<file path="config.mk">
export PLATFORM = sky130hd
export DESIGN_NAME = fc_in_buffer_flat
export DESIGN_NICKNAME = d
export VERILOG_FILES = /design/src/rtl/fc_in_buffer_if.sv /design/src/rtl/fc_in_buffer.sv /design/src/flat_wrapper.sv
export SDC_FILE = /design/constraint.sdc
export NUM_CORES = 2
export LEC_CHECK = 0
export CAP_MARGIN = 20
export CORE_AREA = 2 2 412 414
export CTS_CLUSTER_SIZE = 25
export DETAILED_ROUTE_END_ITERATION = 6
export DIE_AREA = 0 0 414 416
export PLACE_DENSITY_LB_ADDON = 0.25
export SLEW_MARGIN = 20
export SYNTH_ARGS = -nofsm -noshare
export SYNTH_HDL_FRONTEND = slang
export SYNTH_SLANG_ARGS = --single-unit
</file>
<file path="constraint.sdc">
create_clock -name clk -period 5.55 [get_ports clk]
set_clock_uncertainty 0.15 [all_clocks]
set_input_delay 1.11 -clock clk [delete_from_list [all_inputs] [get_ports clk]]
set_output_delay 1.11 -clock clk [all_outputs]
set_load 0.02 [all_outputs]
</file>
<file path="src/rtl/fc_in_buffer_if.sv">
// Stream-in / parallel-out bundle between the previous FC layer, fc_in_buffer and the neuron array.
// master = upstream producer plus x consumer; slave = the buffer itself.
interface fc_in_buffer_if #(
    parameter int WIDTH    = 8,
    parameter int IN       = 128,
    parameter int IN_WIDTH = 23
);
    logic [IN_WIDTH-1:0]     s_data;
    logic                    s_valid;
    logic                    s_ready;
    logic                    s_last;
    logic signed [WIDTH-1:0] x [0:IN-1];
    logic                    x_valid;
    logic                    x_ack;
    logic                    frame_err;

    modport master (
        output s_data, s_valid, s_last, x_ack,
        input  s_ready, x, x_valid, frame_err
    );

    modport slave (
        input  s_data, s_valid, s_last, x_ack,
        output s_ready, x, x_valid, frame_err
    );
endinterface

</file>
<file path="src/rtl/fc_in_buffer.sv">
// Requantizing input staging buffer for a fully-parallel FC layer: collects IN serial beats into x[].
// Optional macro FC_IN_SAT_CNT_EN adds sat_cnt, a per-frame count of positively saturated beats.
module fc_in_buffer #(
    parameter int WIDTH    = 8,
    parameter int IN       = 128,
    parameter int IN_WIDTH = 23,
    parameter int SHIFT    = 7
) (
    input  logic                     clk,
    input  logic                     rst_n,
    fc_in_buffer_if.slave            bus
`ifdef FC_IN_SAT_CNT_EN
    ,
    output logic [$clog2(IN+1)-1:0]  sat_cnt
`endif
);

    localparam int CW = (IN > 1) ? $clog2(IN) : 1;
    localparam logic [CW-1:0] CNT_LAST = CW'(IN - 1);

    // Half-LSB rounding constant; shifting then halving keeps SHIFT=0 at zero.
    localparam logic [IN_WIDTH:0] RND  = ({{IN_WIDTH{1'b0}}, 1'b1} << SHIFT) >> 1;
    localparam logic [IN_WIDTH:0] MAXP = (IN_WIDTH+1)'((1 << (WIDTH - 1)) - 1);

    typedef enum logic {
        FILL,
        FULL
    } state_t;

    state_t                  state, state_nxt;
    logic                    armed;
    logic [CW-1:0]           cnt;
    logic                    err_q;
    logic signed [WIDTH-1:0] x_q [0:IN-1];

    logic                    accept;
    logic                    done;
    logic                    clear;
    logic                    s_ready_c;
    logic                    x_valid_c;

    logic [IN_WIDTH:0]       sum;
    logic [IN_WIDTH:0]       r;
    logic                    sat;
    logic [WIDTH-1:0]        q;

    // Requantize: negatives clamp to zero, positives round, shift and saturate.
    always_comb begin
        sum = {1'b0, bus.s_data} + RND;
        r   = sum >> SHIFT;
        sat = 1'b0;
        q   = '0;
        if (!bus.s_data[IN_WIDTH-1]) begin
            if (r > MAXP) begin
                sat = 1'b1;
                q   = MAXP[WIDTH-1:0];
            end else begin
                q   = r[WIDTH-1:0];
            end
        end
    end

    // armed holds s_ready low until the first edge after reset release.
    always_ff @(posedge clk or negedge rst_n) begin
        if (!rst_n) begin
            state <= FILL;
            armed <= 1'b0;
        end else begin
            state <= state_nxt;
            armed <= 1'b1;
        end
    end

    always_comb begin
        state_nxt = state;
        s_ready_c = 1'b0;
        x_valid_c = 1'b0;
        accept    = 1'b0;
        done      = 1'b0;
        clear     = 1'b0;
        case (state)
            FILL: begin
                s_ready_c = armed;
                accept    = bus.s_valid && armed;
                if (accept && (cnt == CNT_LAST || bus.s_last)) begin
                    done      = 1'b1;
                    state_nxt = FULL;
                end
            end
            FULL: begin
                x_valid_c = 1'b1;
                if (bus.x_ack) begin
                    clear     = 1'b1;
                    state_nxt = FILL;
                end
            end
        endcase
    end

    // A frame is clean only when s_last arrives exactly on the final slot.
    always_ff @(posedge clk or negedge rst_n) begin
        if (!rst_n) begin
            cnt   <= '0;
            err_q <= 1'b0;
            for (int i = 0; i < IN; i++) begin
                x_q[i] <= '0;
            end
        end else if (clear) begin
            cnt   <= '0;
            err_q <= 1'b0;
            for (int i = 0; i < IN; i++) begin
                x_q[i] <= '0;
            end
        end else if (accept) begin
            x_q[cnt] <= q;
            if (done) begin
                cnt   <= '0;
                err_q <= !(cnt == CNT_LAST && bus.s_last);
            end else begin
                cnt   <= cnt + 1'b1;
            end
        end
    end

`ifdef FC_IN_SAT_CNT_EN
    always_ff @(posedge clk or negedge rst_n) begin
        if (!rst_n) begin
            sat_cnt <= '0;
        end else if (clear) begin
            sat_cnt <= '0;
        end else if (accept && sat) begin
            sat_cnt <= sat_cnt + 1'b1;
        end
    end
`endif

    assign bus.s_ready   = s_ready_c;
    assign bus.x_valid   = x_valid_c;
    assign bus.frame_err = err_q;
    assign bus.x         = x_q;

endmodule

</file>
<file path="src/flat_wrapper.sv">
// flat-port wrapper written by rule: the top's interface ports become plain ports
module fc_in_buffer_flat 
#(
    parameter int WIDTH    = 8,
    parameter int IN       = 128,
    parameter int IN_WIDTH = 23,
    parameter int SHIFT    = 7
)
  (clk, rst_n, bus_s_data, bus_s_valid, bus_s_last, bus_x_ack, bus_s_ready, bus_x, bus_x_valid, bus_frame_err);
  fc_in_buffer_if #(.WIDTH(WIDTH), .IN(IN), .IN_WIDTH(IN_WIDTH)) bus_i ();
  input  logic clk;
  input  logic rst_n;
  input wire logic [$bits(bus_i.s_data)-1:0] bus_s_data;
  input wire logic [$bits(bus_i.s_valid)-1:0] bus_s_valid;
  input wire logic [$bits(bus_i.s_last)-1:0] bus_s_last;
  input wire logic [$bits(bus_i.x_ack)-1:0] bus_x_ack;
  output wire logic [$bits(bus_i.s_ready)-1:0] bus_s_ready;
  output wire logic [$bits(bus_i.x)-1:0] bus_x;
  output wire logic [$bits(bus_i.x_valid)-1:0] bus_x_valid;
  output wire logic [$bits(bus_i.frame_err)-1:0] bus_frame_err;
  assign bus_i.s_data = bus_s_data;
  assign bus_i.s_valid = bus_s_valid;
  assign bus_i.s_last = bus_s_last;
  assign bus_i.x_ack = bus_x_ack;
  assign bus_s_ready = bus_i.s_ready;
  assign bus_x = {>>{bus_i.x}};
  assign bus_x_valid = bus_i.x_valid;
  assign bus_frame_err = bus_i.frame_err;
  fc_in_buffer #(.WIDTH(WIDTH), .IN(IN), .IN_WIDTH(IN_WIDTH), .SHIFT(SHIFT)) u_core (.clk(clk), .rst_n(rst_n), .bus(bus_i));
endmodule
</file>
After elaboration in Yosys (flattened, before gate mapping)
Cells that the tools add are included.

word-level totals
  input port bits = 28
  register bits after elaboration = 1034
  output and inout bits = 1027
  logic and storage cells = 171

operators by class
  add/sub/neg operators = 2
  reductions and logical operators = 9
  equal/unequal tests = 1
  mux-type cells = 22
  bitwise operators = 2
  order comparisons = 3

operators by type and width
  operator                                                         count
  two-way mux 1024 bit                                             2
  bitwise mux 1024 bit                                             1
  demux 8 bit (select 7 bit)                                       1
  adder 23 x 7 -> 24 bit (second input constant)                   1
  two-way mux 8 bit                                                3
  two-way mux 7 bit                                                3
  greater-than comparator 17 x 7 -> 1 bit (second input constant)  1
  two-way mux 1 bit                                                11
  >= comparator 8 bit (second input constant)                      1
  less-than comparator 8 x 1 -> 1 bit (second input constant)      1
  inverter 7 -> 8 bit                                              1
  adder 7 x 1 -> 7 bit (second input constant)                     1
  == test 7 bit (second input constant)                            1
  logical AND 1 bit                                                4
  nonzero test 2 bit                                               2
  one-hot mux 1 bit (2 select lines)                               1
  AND reduction 2 bit                                              1
  zero test 1 bit                                                  1
  logical OR 1 bit                                                 1
  inverter 1 bit                                                   1

Depth between registers and ports, before layout
  depth after elaboration = 8
  mapped depth = 10
  depth with buffers taken out = 6

Worst setup path before layout
No wires, ideal clock.

  path type = input to register
  start = in bus_s_data[6]
  end = reg u_core.x_q, in the netlist u_core.bus.x[100]
  setup time = 82 ps
  arrival = 3027 ps
  slack = 2291 ps
  stages on the path = 10
  buffers on the path = 4
  data required time = 5318 ps
  path through = ha_1 > nand4_2 > nor3_2 > mux2i_1 > buf_2 > buf_2 > nor2_2 > buf_4 > buf_4 > a31oi_1

between the ends
  word-level cells in the longest chain between the ends = 7

RTL lines
  item                                     RTL line             source
  start, declared                          flat_wrapper.sv:13   input wire logic [$bits(bus_i.s_data)-1:0] bus_s_data;
  adder 23 x 7 -> 24 bit (*)               fc_in_buffer.sv:49   sum = {1'b0, bus.s_data} + RND;
  greater-than comparator 17 x 7 -> 1 bit  fc_in_buffer.sv:54   if (r > MAXP) begin
  two-way mux 8 bit (*)                    fc_in_buffer.sv:54
  two-way mux 8 bit (*)                    fc_in_buffer.sv:53   if (!bus.s_data[IN_WIDTH-1]) begin
  bitwise mux 1024 bit (*)                 fc_in_buffer.sv:115  x_q[cnt] <= q;
  two-way mux 1024 bit (*)                 fc_in_buffer.sv:114  end else if (accept) begin
  two-way mux 1024 bit (*)                 fc_in_buffer.sv:108  end else if (clear) begin
  end signal, assigned by index            fc_in_buffer.sv:115
  end, declared                            fc_in_buffer.sv:34   logic signed [WIDTH-1:0] x_q [0:IN-1];

Every way passes the cells marked *; elsewhere a longest branch is shown, timed or not. The select of a mux whose other input is x is not followed.
A chain may end at the register's enable or synchronous reset.

Worst setup path in the final report
  start = reg u_core.cnt[4]
  end = reg u_core.x_q, in the netlist u_core.bus.x[579]

between the ends
  word-level cells in the longest chain between the ends = 8
  elaborated cells on any way between the ends = 9
  those cells by class = 2 x order compare; 5 x mux; 1 x bitwise; 1 x reduce/logical

RTL lines
  item                                                                                              RTL line             source
  start, declared                                                                                   fc_in_buffer.sv:32   logic [CW-1:0] cnt;
  start signal, assigned                                                                            fc_in_buffer.sv:120  cnt <= cnt + 1'b1;
  inverter 7 -> 8 bit (implied by the code) (*)                                                     fc_in_buffer.sv:115
  >= comparator 8 bit (implied by the code) or less-than comparator 8 x 1 -> 1 bit (tied branches)  fc_in_buffer.sv:115
  logical AND 1 bit (implied by the code)                                                           fc_in_buffer.sv:115
  two-way mux 8 bit (implied by the code)                                                           fc_in_buffer.sv:115
  demux 8 bit (select 7 bit) (*)                                                                    fc_in_buffer.sv:115
  bitwise mux 1024 bit (*)                                                                          fc_in_buffer.sv:115
  two-way mux 1024 bit (*)                                                                          fc_in_buffer.sv:114
  two-way mux 1024 bit (*)                                                                          fc_in_buffer.sv:108

Marked as above.

==> flow_metrics.py <==
metrics = {
    "run_status": {
        "status": "finished, final reports clean",
    },
    "finish": {
        "fillers": 16500,
        "drive_gt1_frac": 0.0597,
        "mostFrequentLayoutCell": "a21oi_1",
        "design_area_um2": 64500,
        "fin_cells": 7850,
        "nets": 5559,
        "final_core_util": 0.384,
        "syn2layout_area_growth_pct": 34.6,
        "final_cell_mix": "a21oi_1 (1795), clkdlybuf4s50_1 (1047), dfrtp_1 (1034)",
    },
    "yosys": {
        "ys_ff_latch": 1034,
        "yosysWarnings": 0,
        "yosys.cell_types.count": 55,
        "async_reset_ff_frac": 1.00,
        "yosys-top-cells-area": "dfrtp_1 (54%), a21oi_1 (19%), a2111oi_0 (13%)",
        "syn-cell-area_um2": 47900,
        "synth.largest_area_cell": "dfrtp_1",
        "seq_area_frac_synth": 0.540,
        "syn_nets": 4867,
        "synth_top_area_share": 0.540,
        "synth_edf_count": 0,
        "syn_inst": 4837,
        "synth_top_flop_cell": "dfrtp_1",
        "synth.avg_cell_area_um2": 9.91,
    },
    "global_routing": {
        "grtUsageTotal": 0.245,
        "grt_pass1_vias": 42900,
        "overflow": 0,
        "grt_max_degree": 178,
        "grt_pass1_wl_um": 319000,
        "grt_antenna_before_repair": 11,
    },
    "cts": {
        "insertion_delay_ns": 0.77,
        "root_buffer": "clkbuf_16",
        "cts_made_buffers": 117,
        "clk_pin_slew_worst_paths_ns": 0.06,
        "cts_hold_buf": 0,
        "post_cts_buffers": 0,
        "clock_path_buffers": 3,
        "cts.sinks": 1034,
        "cts_tree": "done",
        "htreeDepth": 3,
        "cts_resized": 0,
    },
    "floorplan": {
        "core_area_um2": 168000,
        "start_util": 0.285,
        "die_w_um": 414,
        "die_area_um2": 172000,
        "die_y_um": 416,
        "ios": 1055,
        "rows": 151,
    },
    "detailed_routing": {
        "wl_per_cell_um": 28.3,
        "drc": 0,
        "num_vias": 46300,
        "first_iter_violations": 4459,
        "ant_nets": 0,
        "wirelength_um": 222000,
        "first_pass_iters": 6,
        "routed_via_density": 5.90,
    },
    "timing": {
        "setup_violations": 0,
        "fmax_mhz": 254,
        "post-route-period-util": 0.709,
        "hold_viol": 0,
        "holdWs_ns": 0.228,
        "slew_headroom": 0.255,
        "finalMaxSlewViolations": 0,
        "min_period_ns": 3.94,
        "rsz0062_at_grt": "false",
        "tightest_slew_ns": 1.11,
        "setup_tns_ns": 0,
    },
    "place": {
        "portBuffers": 1048,
        "dpl_cell_area_um2": 60400,
        "gp_congestion": 0.817,
        "dp_hpwl_um": 141000,
        "place_inst": 7628,
    },
    "setup_path": {
        "rrSetupSlack_ns": 1.61,
        "end_kind": "flip-flop",
        "arrival_ns": 4.43,
        "cp_max_fo": 23,
        "rr_endpoint": "u_core.bus.x[579]",
        "worstSetupPathType": "flip-flop to flip-flop",
        "startpoint_type": "flip-flop",
        "cp.required_ns": 6.04,
        "ff2ff_path_depth": 5,
        "reg2reg_from": "u_core.cnt[4]",
    },
    "power_and_ir_drop": {
        "power_density_nw_per_um2": 273,
        "peakVddDrop_v": 0.000262,
        "power.leakage_nw": 25.3,
    },
    "min_path": {
        "hold_class": "input port to asynchronous set/reset pin",
    },
    "run": {
        "cap_violations": 0,
    },
}
how the worst max path moves through the flow:
stage	from	slack, ns	endpoint
floorplan	bus_s_data[6]	2.29	u_core.bus.x[100]
global placement	bus_s_data[8]	0.98	u_core.bus.x[336]
detailed placement	bus_s_data[8]	0.98	u_core.bus.x[376]
CTS	u_core.cnt[4]	1.53	u_core.bus.x[885]
global route	u_core.cnt[4]	1.36	u_core.bus.x[882]
finish	u_core.cnt[4]	1.61	u_core.bus.x[579]
critical path: stages, from the launching register on:
cell and delay, ns:
dfrtp_1 0.86, nand4bb_1 0.99, nand2b_1 0.91, nor2_1 0.64, a21oi_1 0.08, a31oi_1 0.18
flip-flops by register name, summed over array words and instances, names as in the netlist:
name / count
u_core.armed: 1
u_core.state: 1
u_core.bus.x: 1024
u_core.bus.frame_err: 1
u_core.cnt: 7
Yosys cell counts (all sizes together) (5+ instances only):
library cell,n
nand2,20
nand2b,22
clkbuf,431
buf,148
nand4,5
nand3,12
a21oi,1795
o21a,117
nand4bb,6
a2111oi,736
dfrtp,1034
o21ai,6
a31oi,174
inv,5
nor3,23
nor2,126
xor2,5
and2,129
power breakdown:
| part | switching [mW] | internal (mW) | leakage [nW] | total (mW) |
|---|---|---|---|---|
| registers | 0.0713 | 7.60 | 14.4 | 7.67 |
| logic | 1.23 | 0.341 | 8.85 | 1.57 |
| clock network | 3.48 | 4.87 | 2.03 | 8.34 |
| total | 4.78 | 12.8 | 25.3 | 17.6 |
layout make-up:
class | count | area (µm²) | area share
sequential | 1034 | 25900 | 0.401
multi-input combinational | 3219 | 19900 | 0.308
timing repair buffer | 1152 | 11900 | 0.184
clock buffer | 173 | 3490 | 0.0541
tap | 2218 | 2780 | 0.0430
clock inverter | 43 | 617 | 0.00956
inverter | 5 | 18.8 | 0.000291
antenna | 6 | 15.0 | 0.000233
metal layers:
layer / routed length, µm / vias to the layer above / global-route usage
met3: 17600 / 357 / 0.0627
met1: 89700 / 23600 / 0.314
met2: 104000 / 2031 / 0.387
met5: 13 / - / 0
li1: - / 20300 / -
met4: 10800 / 2 / 0.116
metrics by stage:
stage	worst slack (ns)	power, mW
2_1_floorplan	2.29	8.55
3_3_place_gp	0.979	9.36
3_5_place_dp	0.982	9.37
4_1_cts	1.53	17.7
5_1_grt	1.36	18.1
6_report	1.61	17.6
logic make-up after synthesis:
logic type               Yosys count  synth area share
other                              1         0.0000782
adder cells (fa/ha/maj)            2          0.000522
buffers and inverters            584            0.0499
AO/OA/AOI/OAI                   2833             0.365
flip-flops                      1034             0.540
multiplexers                       2          0.000418
AND/OR/NAND/NOR                  372            0.0427
XOR/XNOR                           9           0.00164
No activity file was read; power rests on OpenSTA's default activity.
